<file path="src/rtl/gen_mux_if.sv">
// gen_mux_if: capture/select inputs and registered results of gen_mux.
// The 'par' signal exists only when GEN_MUX_PARITY_EN is defined.
interface gen_mux_if #(
    parameter int DATA_W = 16,
    parameter int SEL_W  = 4,
    parameter int NIB_W  = 4
);
    logic              en;
    logic [DATA_W-1:0] data;
    logic [SEL_W-1:0]  select;
    logic              out;
    logic [NIB_W-1:0]  f;
    logic              out_valid;
`ifdef GEN_MUX_PARITY_EN
    logic              par;

    modport master (output en, data, select, input out, f, out_valid, par);
    modport slave  (input en, data, select, output out, f, out_valid, par);
`else
    modport master (output en, data, select, input out, f, out_valid);
    modport slave  (input en, data, select, output out, f, out_valid);
`endif
endinterface

</file>
<file path="src/rtl/gen_mux.sv">
// gen_mux: registered 16:1 bit mux tree plus select-steered nibble output.
// Optional macro GEN_MUX_PARITY_EN adds a registered XOR-reduction output 'par'.
module gen_mux #(
    parameter int DATA_W = 16,
    parameter int SEL_W  = 4,
    parameter int NIB_W  = 4
) (
    input  logic     clk,
    input  logic     rst_n,
    gen_mux_if.slave bus
);

    logic             w_bit;
    logic [NIB_W-1:0] w_nib;
    logic             r_out;
    logic [NIB_W-1:0] r_f;
    logic             r_valid;

    // Each level halves the candidate set; level k is steered by select[k].
    genvar k, i;
    generate
        for (k = 0; k < SEL_W; k++) begin : g_lvl
            localparam int N = DATA_W >> (k + 1);
            logic [N-1:0] w_node;
            for (i = 0; i < N; i++) begin : g_mux
                if (k == 0) begin : g_leaf
                    assign w_node[i] = bus.select[k] ? bus.data[2*i+1] : bus.data[2*i];
                end else begin : g_inner
                    assign w_node[i] = bus.select[k] ? g_lvl[k-1].w_node[2*i+1]
                                                     : g_lvl[k-1].w_node[2*i];
                end
            end
        end
    endgenerate

    assign w_bit = g_lvl[SEL_W-1].w_node[0];

    // Select MSB set picks the low nibble, clear picks the high nibble.
    assign w_nib = bus.select[SEL_W-1] ? bus.data[NIB_W-1:0]
                                       : bus.data[DATA_W-1 -: NIB_W];

    // Output registers: reset clears, enable captures, otherwise hold.
    always_ff @(posedge clk) begin
        if (!rst_n) begin
            r_out   <= 1'b0;
            r_f     <= {NIB_W{1'b0}};
            r_valid <= 1'b0;
        end else begin
            r_valid <= bus.en;
            if (bus.en) begin
                r_out <= w_bit;
                r_f   <= w_nib;
            end else begin
                r_out <= r_out;
                r_f   <= r_f;
            end
        end
    end

    assign bus.out       = r_out;
    assign bus.f         = r_f;
    assign bus.out_valid = r_valid;

`ifdef GEN_MUX_PARITY_EN
    logic r_par;

    // Parity register follows the same capture/hold/reset rules as out.
    always_ff @(posedge clk) begin
        if (!rst_n) begin
            r_par <= 1'b0;
        end else if (bus.en) begin
            r_par <= ^bus.data;
        end else begin
            r_par <= r_par;
        end
    end

    assign bus.par = r_par;
`endif

endmodule

</file>
<file path="src/flat_wrapper.sv">
// flat-port wrapper written by rule: the top's interface ports become plain ports
module gen_mux_flat 
#(
    parameter int DATA_W = 16,
    parameter int SEL_W  = 4,
    parameter int NIB_W  = 4
)
  (clk, rst_n, bus_en, bus_data, bus_select, bus_out, bus_f, bus_out_valid);
  gen_mux_if #(.DATA_W(DATA_W), .SEL_W(SEL_W), .NIB_W(NIB_W)) bus_i ();
  input  logic clk;
  input  logic rst_n;
  input wire logic [$bits(bus_i.en)-1:0] bus_en;
  input wire logic [$bits(bus_i.data)-1:0] bus_data;
  input wire logic [$bits(bus_i.select)-1:0] bus_select;
  output wire logic [$bits(bus_i.out)-1:0] bus_out;
  output wire logic [$bits(bus_i.f)-1:0] bus_f;
  output wire logic [$bits(bus_i.out_valid)-1:0] bus_out_valid;
  assign bus_i.en = bus_en;
  assign bus_i.data = bus_data;
  assign bus_i.select = bus_select;
  assign bus_out = bus_i.out;
  assign bus_f = bus_i.f;
  assign bus_out_valid = bus_i.out_valid;
  gen_mux #(.DATA_W(DATA_W), .SEL_W(SEL_W), .NIB_W(NIB_W)) u_core (.clk(clk), .rst_n(rst_n), .bus(bus_i));
endmodule
</file>
<file path="config.mk">
export PLATFORM = sky130hd
export DESIGN_NAME = gen_mux_flat
export DESIGN_NICKNAME = d
export VERILOG_FILES = /design/src/rtl/gen_mux_if.sv /design/src/rtl/gen_mux.sv /design/src/flat_wrapper.sv
export SDC_FILE = /design/constraint.sdc
export NUM_CORES = 1
export LEC_CHECK = 0
export ABC_AREA = 0
export CORE_AREA = 4 4 41 43
export DETAILED_ROUTE_END_ITERATION = 12
export DIE_AREA = 0 0 45 47
export HOLD_SLACK_MARGIN = 0.05
export PLACE_DENSITY = 0.71
export SETUP_SLACK_MARGIN = 0.4
export SLEW_MARGIN = 20
export SYNTH_ARGS = -nofsm -noshare
export SYNTH_HDL_FRONTEND = slang
export SYNTH_SLANG_ARGS = --single-unit
</file>
<file path="constraint.sdc">
create_clock -name clk -period 1.3 [get_ports clk]
set_input_delay 0.13 -clock clk [delete_from_list [all_inputs] [get_ports clk]]
set_output_delay 0.13 -clock clk [all_outputs]
set_load 0.05 [all_outputs]
</file>
Word-level counts from Yosys, hierarchy flattened --
Cells that the tools add are included.
Storage, ports and cells: memories 0, register bits 6, input bits 23, memory bits (read-only) 0, bits in writable memories 0, latch bits 0
Cells by class: reduce and logical (&&, ||, !) cells 0, multipliers 0, order comparisons 0, equal/unequal tests 0, divide/modulo/power cells 0, add/sub/neg operators 0, mux-type cells 16, shift operators 0, bitwise operators 0
Operator list (number):
- $mux W1 | 15
- $mux W4 | 1

Depth between registers and ports, before layout --
Gate-level depths: netlist of run 1.
depth in word-level cells 4, mapped depth 5

Least setup slack after synthesis of run 1 --
Ideal clock, no wire load.
kind input-to-reg, from input bus_select[0], to register u_core.r_out, in the netlist u_core.bus.out, data required time 1.167 ns, path buffers 0, library setup time 0.133 ns, arrival time 0.915 ns, stages 3, setup slack 0.252 ns, cell sequence mux4_1 o2111ai_1 o211ai_1
Between the ends: cells in the longest elaborated chain, start to end 4, elaborated cells between the ends (all ways) 15, classes of those cells 15 x mux
Ends and longest elaborated chain:
- start: declaration | RTL line flat_wrapper.sv:14 | input wire logic [$bits(bus_i.select)-1:0] bus_select;
- $mux W1 | RTL line gen_mux.sv:27 | assign w_node[i] = bus.select[k] ? bus.data[2*i+1] : bus.data[2*i];
- $mux W1 (2 in series) | RTL line gen_mux.sv:29 | assign w_node[i] = bus.select[k] ? g_lvl[k-1].w_node[2*i+1]
- $mux W1 (*) | RTL line gen_mux.sv:29
- end signal: assignment | RTL line gen_mux.sv:51 | r_out <= w_bit;
- end signal: assignment | RTL line gen_mux.sv:54 | r_out <= r_out;
- end: declaration | RTL line gen_mux.sv:15 | logic r_out;
Mark *: on every way between the ends. The rest lies on a longest branch, timed or not. A chain may end at the register's enable or synchronous reset.

Worst setup path in the final report of run 1 --
Ends and elaborated chain as after synthesis.

==> results of run 1 <==
==> through the flow <==
step | util, % | area [um2]
after floorplan | - | 382.9
after global placement | 58.94 | 767.0
after detailed placement | 58.94 | 767.0
after CTS | 60.96 | 793.3
after global routing | 61.44 | 799.5
final | 61.44 | 799.5
==> power by group <==
group,internal (mW),leakage (nW),switching (mW)
registers,0.201,0.0517,0.0148
logic,0.140,0.389,0.107
clock network,0.104,0.0138,0.0674
==> registers in the layout (all words and copies together), names as in the netlist <==
register and cells:
u_core.bus.out 1, u_core.bus.f 4, u_core.bus.out_valid 1
==> path summary, 6_finish.rpt <==
kind	end	startpoint	depth (start not counted)
max reg2reg	u_core.bus.f[0]	u_core.bus.f[0]	1
max	u_core.bus.out	bus_select[0]	4
min	u_core.bus.f[2]	bus_data[14]	4
min reg2reg	u_core.bus.f[3]	u_core.bus.f[3]	1
==> routing by layer <==
metal,GRT usage [%],vias to the layer above
met3,2.682,2
met5,0,-
met1,13.89,194
met4,5.263,0
met2,22.03,11
li1,-,210
==> worst max-delay path, cell delays in order <==
cell and delay [ns]:
buf_8 0.08, mux4_2 0.49, o2111ai_2 0.21, o211ai_1 0.11
==> cell type report <==
cell class	count	area, um2	area share [%]
Multi-Input combinational cell	27	262.8	32.86
Inverter	2	7.507	0.9390
Timing Repair Buffer	33	359.1	44.91
Clock buffer	3	22.52	2.817
Tap cell	15	18.77	2.347
Sequential cell	6	128.9	16.12
==> cell usage in the layout (no fill, tap or decap), types with 2 or more instances in the layout <==
cell / instances
dlymetal6s2s_1: 9
clkbuf_2: 9
mux4_2: 2
inv_1: 2
o2111ai_2: 2
clkdlybuf4s50_1: 2
nand2_1: 5
clkbuf_4: 3
buf_4: 5
o211a_1: 4
mux2i_1: 8
buf_12: 6
dfxtp_2: 4
==> repair_timing <==
action | CTS | global route
pin swaps | 3 | 5
gates cloned | 0 | 0
setup endpoints to repair | 9 | 3
gates resized for setup | 17 | 37
==> logic make-up after synthesis <==
kind of cell / after synthesis / share of synthesized area [%]
buf+inv: 5 / 5.128
mux: 10 / 33.98
flops: 6 / 30.77
simple gates: 8 / 9.616
compound gates: 9 / 20.51
==> results.sh, run 1 <==
export IMPL_ys_types=14
export IMPL_drc=0
export IMPL_grt_setup_unrepaired="true"
export IMPL_crit_type="input pin to flip-flop"
export IMPL_final_setup_skew_ns=0
export IMPL_dieWidth_um=45
export IMPL_grt_overflow_total=0
export IMPL_drt_initial_drc_count=4
export IMPL_clock_fmax_mhz=1120
export IMPL_p_leak_nw=0.4548
export IMPL_hold_viol_final=0
export IMPL_syn_num_nets=61
export IMPL_wl_met2_um=639
export IMPL_cts_setup_buffers=0
export IMPL_yosys_area_top_type="dfxtp_1"
export IMPL_grt_antenna_before_repair=0
export IMPL_worstPathMaxFanout=3
export IMPL_dpl_hpwl_um=934.2
export IMPL_gp_congestion=0.7567
export IMPL_clkTransAtPathRegs_ns=0.05
export IMPL_status="finished, final reports clean"
export IMPL_cts_buffers_inserted=3
export IMPL_totalWireLength_um=1205
export IMPL_num_rows=13
export IMPL_grt_pass1_vias=440
export IMPL_vias=417
export IMPL_place_inst=83
export IMPL_synth_cells=38
export IMPL_dp_slack_ns=-0.3532
export IMPL_clock_root_buffer="clkbuf_4"
export IMPL_finalPower_uw=634.5
export IMPL_ir_worst_vdd_mv=0.5320
export IMPL_synth_edff_count=0
export IMPL_synth_avg_cell_area_um2=10.27
export IMPL_met3_length_um=71
export IMPL_min_period_ns=0.8931
export IMPL_first_pass_iters=2
export IMPL_cts_buffer_depth=2
export IMPL_synth_top_area_share_pct=30.77
export IMPL_start_util_pct=30.00
export IMPL_drv_slew=0
export IMPL_synthFlopType="dfxtp_1"
export IMPL_fin_crit_sh_pct=68.70
export IMPL_async_flop_share_pct=0
export IMPL_core_area_um2=1301
export IMPL_syn2layout_area_growth_pct=104.8
export IMPL_pwr_density_cell_nw_per_um2=793.7
export IMPL_yosys_top_cells_area="dfxtp_1 31%, mux2i_1 21%, mux4_1 13%"
export IMPL_max_slew_margin_pct=78.55
export IMPL_grt_pass1_wl_um=1856
export IMPL_fin_cells=86
export IMPL_top_layer_used="met4"
export IMPL_fill_cells=119
export IMPL_worstMarginPinSlew_ns=0.3218
export IMPL_antennaDiodeCount=0
export IMPL_synthesis_area_um2=390.4
export IMPL_synth_most_common_cell="mux2i_1"
export IMPL_h_tree_depth=1
export IMPL_fin_hold_ws_ns=0.2520
export IMPL_hp_class="input pin to flip-flop"
export IMPL_ys_seq_elements=6
export IMPL_cts_sinks=6
export IMPL_die_area_um2=2115
export IMPL_grt_max_degree=10
export IMPL_routedWlPerCell_um=14.01
export IMPL_start_kind="input pin"
export IMPL_dieHeight_um=47
export IMPL_grt_util_all_layers_pct=12.24
export IMPL_max_cap_violations=0
export IMPL_end_kind="flip-flop"
export IMPL_viasPerCell=4.849
export IMPL_cp_data_arrival_time_ns=1.01
export IMPL_setup_viol=0
export IMPL_port_buffer_count=28
export IMPL_fin_tns_setup_ns=0
export IMPL_rrSetupSlack_ns=0.65
export IMPL_yosysSeqAreaShare_pct=30.77
export IMPL_layout_setup_ws_ns=0.4069
export IMPL_pin_count=29
export IMPL_holdBufCountCts=0
export IMPL_worstPathRequired_ns=1.42
export IMPL_insertion_delay_ns=0.24
export IMPL_ant_nets=0
export IMPL_ys_top_cells_by_count="8 x mux2i_1, 6 x dfxtp_1, 5 x nand2_1"
export IMPL_tritoncts="yes"
export IMPL_nNetsFinal=96
export IMPL_m1WireLength_um=488
export IMPL_drive_gt1_share_pct=50.70
export IMPL_yosysWarnings=0
Note: power is estimated with default switching activity, not from simulation.
==> run 2: changes to the inputs <==
--- a/config.mk
+++ b/config.mk
@@ -6,11 +6,11 @@
 export NUM_CORES = 1
 export LEC_CHECK = 0
 export ABC_AREA = 0
-export CORE_AREA = 4 4 41 43
+export CORE_MARGIN = 4
+export CORE_UTILIZATION = 29
 export DETAILED_ROUTE_END_ITERATION = 12
-export DIE_AREA = 0 0 45 47
 export HOLD_SLACK_MARGIN = 0.05
-export PLACE_DENSITY = 0.71
+export PLACE_DENSITY = 0.73
 export SETUP_SLACK_MARGIN = 0.4
 export SLEW_MARGIN = 20
 export SYNTH_ARGS = -nofsm -noshare
==> constraint.sdc (replaced) <==
create_clock -name clk -period 0.8 [get_ports clk]
set_input_delay 0.08 -clock clk [delete_from_list [all_inputs] [get_ports clk]]
set_output_delay 0.08 -clock clk [all_outputs]
set_load 0.05 [all_outputs]
==> run 2 against run 1 <==
Power is 66% higher. Sequential share of layout area is 1.3 points higher. Clock skew stayed put. The flow now finishes with violations (negative setup slack). Die area is 5.6% lower. Register-to-register slack worse by 0.50 ns. Combinational power is 68% higher. Utilization is 7.4 points higher. Non-clock buffer count is 3 higher. Routed wire length is 8.5% higher.
==> results.sh, run 2 (synthesis results as in run 1) <==
export IMPL_dieHeight_um=44.69
export IMPL_hp_class="input pin to flip-flop"
export IMPL_worstPathMaxFanout=2
export IMPL_cts_buffers_inserted=3
export IMPL_viasPerCell=5.148
export IMPL_grt_antenna_before_repair=0
export IMPL_fin_crit_sh_pct=102.8
export IMPL_pin_count=29
export IMPL_fill_cells=98
export IMPL_antennaDiodeCount=0
export IMPL_cp_data_arrival_time_ns=0.74
export IMPL_placed_area_um2=798.3
export IMPL_h_tree_depth=1
export IMPL_pwr_density_cell_nw_per_um2=1290
export IMPL_first_pass_iters=2
export IMPL_crit_type="flip-flop to output port"
export IMPL_ant_nets=0
export IMPL_fin_cells=88
export IMPL_drv_slew=0
export IMPL_setup_viol=7
export IMPL_drt_initial_drc_count=14
export IMPL_worstPathRequired_ns=0.72
export IMPL_fin_tns_setup_ns=-0.08978
export IMPL_grt_util_all_layers_pct=13.74
export IMPL_drc=0
export IMPL_die_area_um2=1997
export IMPL_cp_num_buf_inv=1
export IMPL_fin_hold_ws_ns=0.1826
export IMPL_final_common_cell="dlygate4sd2_1"
export IMPL_register_area_um2=142.6
export IMPL_grt_pass1_wl_um=2001
export IMPL_cts_buffer_depth=2
export IMPL_grt_overflow_total=0
export IMPL_status="complete, but fails checks"
export IMPL_max_cap_violations=0
export IMPL_final_util_pct=68.88
export IMPL_tritoncts="yes"
export IMPL_syn2layout_area_growth_pct=109.3
export IMPL_grt_setup_unrepaired="true"
export IMPL_hold_viol_final=0
export IMPL_vias=453
export IMPL_failed_checks="negative setup slack"
export IMPL_dp_slack_ns=-0.8158
export IMPL_clock_fmax_mhz=1215
export IMPL_dieWidth_um=44.69
export IMPL_insertion_delay_ns=0.24
export IMPL_ir_worst_vdd_mv=0.8697
export IMPL_finalPower_mw=1.054
export IMPL_start_kind="flip-flop"
export IMPL_rrSetupSlack_ns=0.15
export IMPL_gp_congestion=0.8221
export IMPL_p_leak_nw=0.4078
export IMPL_min_period_ns=0.8227
export IMPL_worst_path_max_delay_cell="dfxtp_4"
export IMPL_drive_gt1_share_pct=55.41
export IMPL_multi_input_area_um2=262.8
export IMPL_final_cell_area_um2=817.0
export IMPL_nNetsFinal=99
export IMPL_final_cell_mix="11 x dlygate4sd2_1, 10 x buf_2, 8 x mux2i_1"
export IMPL_largest_reg_flops=4
export IMPL_grt_pass1_vias=469
export IMPL_start_util_pct=32.91
export IMPL_max_slew_margin_pct=85.42
export IMPL_crit_family="flip-flops"
export IMPL_worstMarginPinSlew_ns=0.2187
export IMPL_clkTransAtPathRegs_ns=0.05
export IMPL_core_area_um2=1186
export IMPL_totalWireLength_um=1308
export IMPL_routedWlPerCell_um=14.86
export IMPL_cts_sinks=6
export IMPL_layout_setup_ws_ns=-0.02273
export IMPL_clock_root_buffer="clkbuf_4"
export IMPL_port_buffer_count=28
export IMPL_num_rows=12
export IMPL_crit_chain="buf_12"
export IMPL_grt_max_degree=6
export IMPL_end_kind="output port"
export IMPL_place_inst=83
export IMPL_final_setup_skew_ns=0
export IMPL_slowest_delay_ns=0.35
==> run 2: cell types whose count changed in the layout (fill, tap and decap cells not counted), sizes merged <==
cell	change
buf	+13
clkbuf	-9
clkdlybuf4s50	-2
dlygate4sd2	+10
dlymetal6s2s	-9
==> run 2: report_power, final <==
group | switching (mW) | internal, mW | total [mW] | leakage, nW
Combinational | 0.182 | 0.233 | 0.415 | 0.340
Sequential | 0.0238 | 0.319 | 0.342 | 0.0535
Clock | 0.125 | 0.171 | 0.296 | 0.0138
==> run 2: area by class of cell <==
| type | instances | share of cell area, % |
|---|---|---|
| timing repair buffer | 36 | 44.56 |
| clock buffer | 3 | 2.757 |
| multi-input combinational | 27 | 32.16 |
| sequential | 6 | 17.46 |
| inverter | 2 | 0.9188 |
| tap | 14 | 2.144 |
==> run 2: timing repair <==
item,4_1_cts,5_1_grt
endpoints found under the setup margin,12,11
pin swaps,5,1
buffers inserted,0,1
cloned,1,0
resized for setup,62,1
hold buffers,0,0
==> run 2: worst paths after layout <==
path / from / endpoint / depth (start not counted)
hold reg to reg: u_core.bus.f[1] / u_core.bus.f[1] / 1
hold / removal: bus_data[15] / u_core.bus.f[3] / 4
setup / recovery: u_core.bus.f[2] / bus_f[2] / 1
setup reg to reg: u_core.bus.f[3] / u_core.bus.f[3] / 1
==> run 2: routing by layer <==
layer	vias up	share of wire (%)	track usage, %
met1	212	38	15.46
met4	0	1.4	9.036
met2	23	50	23.21
met3	2	10	2.789
li1	216	-	-
met5	-	0	0
